File: config.mk
export PLATFORM = sky130hd
export DESIGN_NAME = neuron_mac
export DESIGN_NICKNAME = d
export VERILOG_FILES = /design/src/rtl/neuron_mac.sv
export SDC_FILE = /design/constraint.sdc
export NUM_CORES = 1
export LEC_CHECK = 0
export ABC_CLOCK_PERIOD_IN_PS = 8900
export CORE_ASPECT_RATIO = 0.6
export CORE_MARGIN = 1.5
export CORE_UTILIZATION = 68
export CTS_BUF_LIST = sky130_fd_sc_hd__clkbuf_8 sky130_fd_sc_hd__clkbuf_16
export DETAILED_ROUTE_END_ITERATION = 16
export GPL_TIMING_DRIVEN = 0
export HOLD_SLACK_MARGIN = 0.15
export PLACE_DENSITY = 0.9
export SYNTH_ARGS = -nofsm -noshare
export SYNTH_HDL_FRONTEND = slang
export SYNTH_SLANG_ARGS = --single-unit
File: constraint.sdc
create_clock -name clk -period 8.9 [get_ports clk]
set_input_delay 1.78 -clock clk [delete_from_list [all_inputs] [get_ports clk]]
set_output_delay 1.78 -clock clk [all_outputs]
set_load 0.03 [all_outputs]
File: src/rtl/neuron_mac.sv
// Single-neuron multiply-accumulate: numInputs signed Q6.10 products into a Q12.20 sum, plus bias.
// Define NEURON_MAC_SAT_EN for saturating accumulation with a sticky ovf flag; default build wraps.
module neuron_mac #(
  parameter int numInputs       = 4,
  parameter int dataWidth       = 16,
  parameter int weightWidth     = 16,
  parameter int sumWidth        = 32,
  parameter int dataFracWidth   = 10,
  parameter int weightFracWidth = 10
) (
  input  logic                   clk,
  input  logic                   rst_n,
  input  logic                   start,
  input  logic [dataWidth-1:0]   bias_in,
  input  logic                   in_valid,
  output logic                   in_ready,
  input  logic [dataWidth-1:0]   data_in,
  input  logic [weightWidth-1:0] weight_in,
  output logic [sumWidth-1:0]    sum_out,
  output logic                   out_valid,
  input  logic                   out_ready,
  output logic                   busy,
  output logic                   ovf
);

  typedef enum logic [1:0] {IDLE, ACCUM, BIAS, OUT} state_t;

  localparam int CntW      = (numInputs > 1) ? $clog2(numInputs) : 1;
  localparam int ProdW     = dataWidth + weightWidth;
  // Bias is Q.dataFrac; the sum carries dataFrac+weightFrac fraction bits.
  localparam int BiasShift = (dataFracWidth + weightFracWidth) - dataFracWidth;

  state_t                state_q, state_d;
  logic [sumWidth-1:0]   acc_q, acc_d;
  logic [CntW-1:0]       cnt_q, cnt_d;
  logic [dataWidth-1:0]  bias_q, bias_d;
  logic                  ovf_q, ovf_d;

  logic signed [ProdW-1:0] prod_s;
  logic [sumWidth-1:0]     prod_ext_s;
  logic [sumWidth-1:0]     bias_ext_s;
  logic [sumWidth-1:0]     addend_s;
  logic [sumWidth:0]       sum_s;

  // Returns {overflow, result}; overflow can only be set in the saturating build.
  function automatic logic [sumWidth:0] acc_add(input logic [sumWidth-1:0] a,
                                                input logic [sumWidth-1:0] b);
`ifdef NEURON_MAC_SAT_EN
    logic [sumWidth:0] wide;
    wide = {a[sumWidth-1], a} + {b[sumWidth-1], b};
    if (wide[sumWidth] != wide[sumWidth-1]) begin
      acc_add = {1'b1, wide[sumWidth], {(sumWidth-1){~wide[sumWidth]}}};
    end else begin
      acc_add = {1'b0, wide[sumWidth-1:0]};
    end
`else
    acc_add = {1'b0, a + b};
`endif
  endfunction

  assign prod_s     = $signed(data_in) * $signed(weight_in);
  assign prod_ext_s = sumWidth'(prod_s);
  assign bias_ext_s = sumWidth'($signed(bias_q)) << BiasShift;
  assign addend_s   = (state_q == BIAS) ? bias_ext_s : prod_ext_s;
  assign sum_s      = acc_add(acc_q, addend_s);

  always_comb begin
    state_d = state_q;
    acc_d   = acc_q;
    cnt_d   = cnt_q;
    bias_d  = bias_q;
    ovf_d   = ovf_q;
    case (state_q)
      IDLE: begin
        if (start) begin
          state_d = ACCUM;
          acc_d   = '0;
          cnt_d   = '0;
          ovf_d   = 1'b0;
          bias_d  = bias_in;
        end else begin
          state_d = IDLE;
        end
      end
      ACCUM: begin
        if (in_valid) begin
          acc_d = sum_s[sumWidth-1:0];
          ovf_d = ovf_q | sum_s[sumWidth];
          cnt_d = cnt_q + CntW'(1);
          if (cnt_q == CntW'(numInputs - 1)) begin
            state_d = BIAS;
          end else begin
            state_d = ACCUM;
          end
        end else begin
          state_d = ACCUM;
        end
      end
      BIAS: begin
        acc_d   = sum_s[sumWidth-1:0];
        ovf_d   = ovf_q | sum_s[sumWidth];
        state_d = OUT;
      end
      OUT: begin
        if (out_ready) begin
          state_d = IDLE;
        end else begin
          state_d = OUT;
        end
      end
      default: state_d = IDLE;
    endcase
  end

  always_ff @(posedge clk or negedge rst_n) begin
    if (!rst_n) begin
      state_q <= IDLE;
      acc_q   <= '0;
      cnt_q   <= '0;
      bias_q  <= '0;
      ovf_q   <= 1'b0;
    end else begin
      state_q <= state_d;
      acc_q   <= acc_d;
      cnt_q   <= cnt_d;
      bias_q  <= bias_d;
      ovf_q   <= ovf_d;
    end
  end

  assign in_ready  = (state_q == ACCUM);
  assign out_valid = (state_q == OUT);
  assign busy      = (state_q != IDLE);
  assign sum_out   = out_valid ? acc_q : '0;
  assign ovf       = ovf_q;

endmodule
==> impl_metrics.ini <==
[worst_setup_path]
crit_buf_inv = 6
worstReg2RegStart = state_q[0]
start_kind = input port
reg2reg_depth = 17
crit_slowest_cell = fa_1
critPathKind = input port to flip-flop
cp_num_cells = 29
endpoint = acc_q[29]
worstPathArrival_ns = 9.25
rrSetupSlack_ns = 3.13
crit_path_end_kind = flip-flop
cp_top_family = adder cells
cpMostUsedCell = fa_1
r2r-end = acc_q[20]
worstPathMaxFanout = 10
slowest_delay_ns = 0.59
cp-startpoint = weight_in[12]
crit_required_ns = 9.06

[drt]
finalWirelength_mm = 46.7
ant_nets = 0
vias = 12970
wl_met2_mm = 20.7
drc = 0
routed.top_layer = met4
routedWlPerCell_um = 23.2
wl_met1_mm = 16.9
wl_met3_mm = 6.33
via_per_inst = 6.43
first_pass_iters = 10
drt_iter0_drc = 1675

[clock_network]
cts_buffer_depth = 2
cts_tree = yes
cts.sinks = 52
root_buffer = clkbuf_16
cts_buffers = 5
cts.clk_slew.worst_paths_ns = 0.08
ctsHoldBuffers = 0
clkLatencyLatePin_ns = 0.31
cts.htree.levels = 2

[cells_and_area]
areaGrowthSynthToFinish_pct = 21.5
drive_above_1_share = 0.181
design_area_um2 = 17000
num-nets-final = 2173

[place]
dp_slack_ns = -1.70
hpwl_mm = 31.4
dpl-instance-area_um2 = 15200
port-buffer-count = 87
gp_congestion = 0.989

[flow_run]
drv_cap = 0

[sta]
max_slew_margin = 0.482
rsz0062_at_grt = true
fin_crit_sh = 1.02
max_freq_mhz = 110
fin_crit_ns = 9.09
fin_worst_skew_ns = 0.00350
finalSetupViolCount = 5
final_max_slew_viol_count = 0
worstMarginPinSlew_ns = 0.777
whs_ns = 0.513
layout_setup_ws_ns = -0.190
hold_viol_final = 0

[global_route]
antenna_found_initial = 3
grt_max_degree = 40
grt_pass1_vias = 12308
grt_pass1_wl_mm = 62.5
track_usage = 0.379
grt-ovfl-total = 0

[run_status]
status = complete, but fails checks
violations = setup timing

[synth]
yosysSeqAreaShare = 0.0931
synth_most_common_cell = inv_1
async_reset_ff_frac = 1.00
synth_top_area_cell = fa_1
ys_ff_latch = 52
synth_top_cell_area_share = 0.377
synth.distinct_cells = 68
ys_top_cells_by_area = fa_1, ha_1, dfrtp_1
ys.flop_type = dfrtp_1
syn_avg_cell_area_um2 = 8.94
syn_area_um2 = 14000
synth_common_cells = inv_1, fa_1, nand2_1, and2_1, ha_1
syn_inst = 1564
synth_nets = 2000
synth-edff-count = 0
yosys_warnings = 0

[die]
core-area_um2 = 20100
start_util = 0.697
die_w_um = 188
die-area_um2 = 21500
io_pins = 89
dieHeight_um = 114
rows = 40

[hold_path]
hold_class = flip-flop to flip-flop
## worst min path at each step
| stage | startpoint | end | slack (ns) | cells after the start |
|---|---|---|---|---|
| 5_1_grt | bias_q[7] | bias_q[7] | 0.52 | 1 |
| 3_5_place_dp | bias_q[7] | bias_q[7] | 0.49 | 1 |
| 6_report | bias_q[2] | bias_q[2] | 0.51 | 1 |
| 4_1_cts | bias_q[7] | bias_q[7] | 0.51 | 1 |
| 2_1_floorplan | acc_q[25] | acc_q[25] | 0.47 | 2 |
| 3_3_place_gp | bias_q[0] | bias_q[0] | 0.49 | 1 |
## metal layers
| metal | vias to the layer above | GRT usage |
|---|---|---|
| met4 | 0 | 0.0901 |
| met2 | 1076 | 0.585 |
| met5 | - | 0 |
| met3 | 325 | 0.123 |
| li1 | 5229 | - |
| met1 | 6340 | 0.526 |
## worst reg2reg max path, cell delays in order (launching register included)
cell       delay [ns]
dfrtp_1          0.43
inv_1            0.13
ha_1             0.30
clkbuf_1         0.42
clkbuf_1         0.63
buf_1            0.54
nor2_1           0.18
ha_1             0.30
fa_1             0.47
a21o_1           0.21
a21o_1           0.22
a2111oi_2        0.51
o31ai_2          0.25
a41oi_1          0.34
a21oi_1          0.19
a31oi_1          0.26
xor2_1           0.16
o21ai_0          0.09
## cell families after synthesis
logic type,Yosys count,share of synthesized area
buffers and inverters,365,0.0983
adders and majority gates,383,0.484
other,1,0.000268
DFF,52,0.0931
AOI/OAI and AO/OA,224,0.109
and+or+nand+nor,472,0.171
muxes,17,0.0137
xor gates and xnor gates,50,0.0313
## placed cells by master (no fill, tap or decap), types with 14 or more instances in the layout
cell type,netlist,final
buf_4,1,82
nor2_1,37,34
xnor2_1,28,27
nand2_1,196,183
inv_1,312,291
fa_1,263,253
nand2b_1,16,16
a21oi_1,43,28
inv_2,0,19
o21a_1,14,14
clkdlybuf4s50_1,0,55
mux2_2,17,17
o21ai_0,59,51
dfrtp_1,52,52
ha_1,120,99
a21oi_2,0,14
and2_1,158,148
clkbuf_1,51,17
buf_6,0,15
xor2_1,22,22
a21o_1,29,29
buf_8,0,19
## state kept, by name, summed over array words and instances (netlist names)
signal,cells
acc_q,32
state_q,2
bias_q,16
cnt_q,2
## layout make-up
type | count | area (um2)
Antenna cell | 6 | 15.0
Tap cell | 273 | 342
Multi-Input combinational cell | 1147 | 11900
Buffer | 50 | 520
Clock buffer | 6 | 139
Timing Repair Buffer | 169 | 1560
Clock inverter | 2 | 13.8
Inverter | 312 | 1180
Fill cell | 1021 | 3080
Sequential cell | 52 | 1300
## per-stage QoR
step / utilization / setup TNS, ns / std cells
4_1_cts: 0.799 / 0 / 1958
2_1_floorplan: - / 0 / 1564
3_3_place_gp: 0.757 / -19.02 / 1924
6_report: 0.847 / -0.849 / 2017
3_5_place_dp: 0.758 / -21.25 / 1925
5_1_grt: 0.846 / -2.07 / 2011
## repair_timing
item,in CTS,in global routing
cloned,1,2
buffers inserted,27,52
resized for setup,250,246
pin swaps,31,105
setup endpoints to repair,18,16
Power is left out: the tool's default activity adds up to more than one toggle a clock period on the data nets, which glitch-free logic cannot reach.
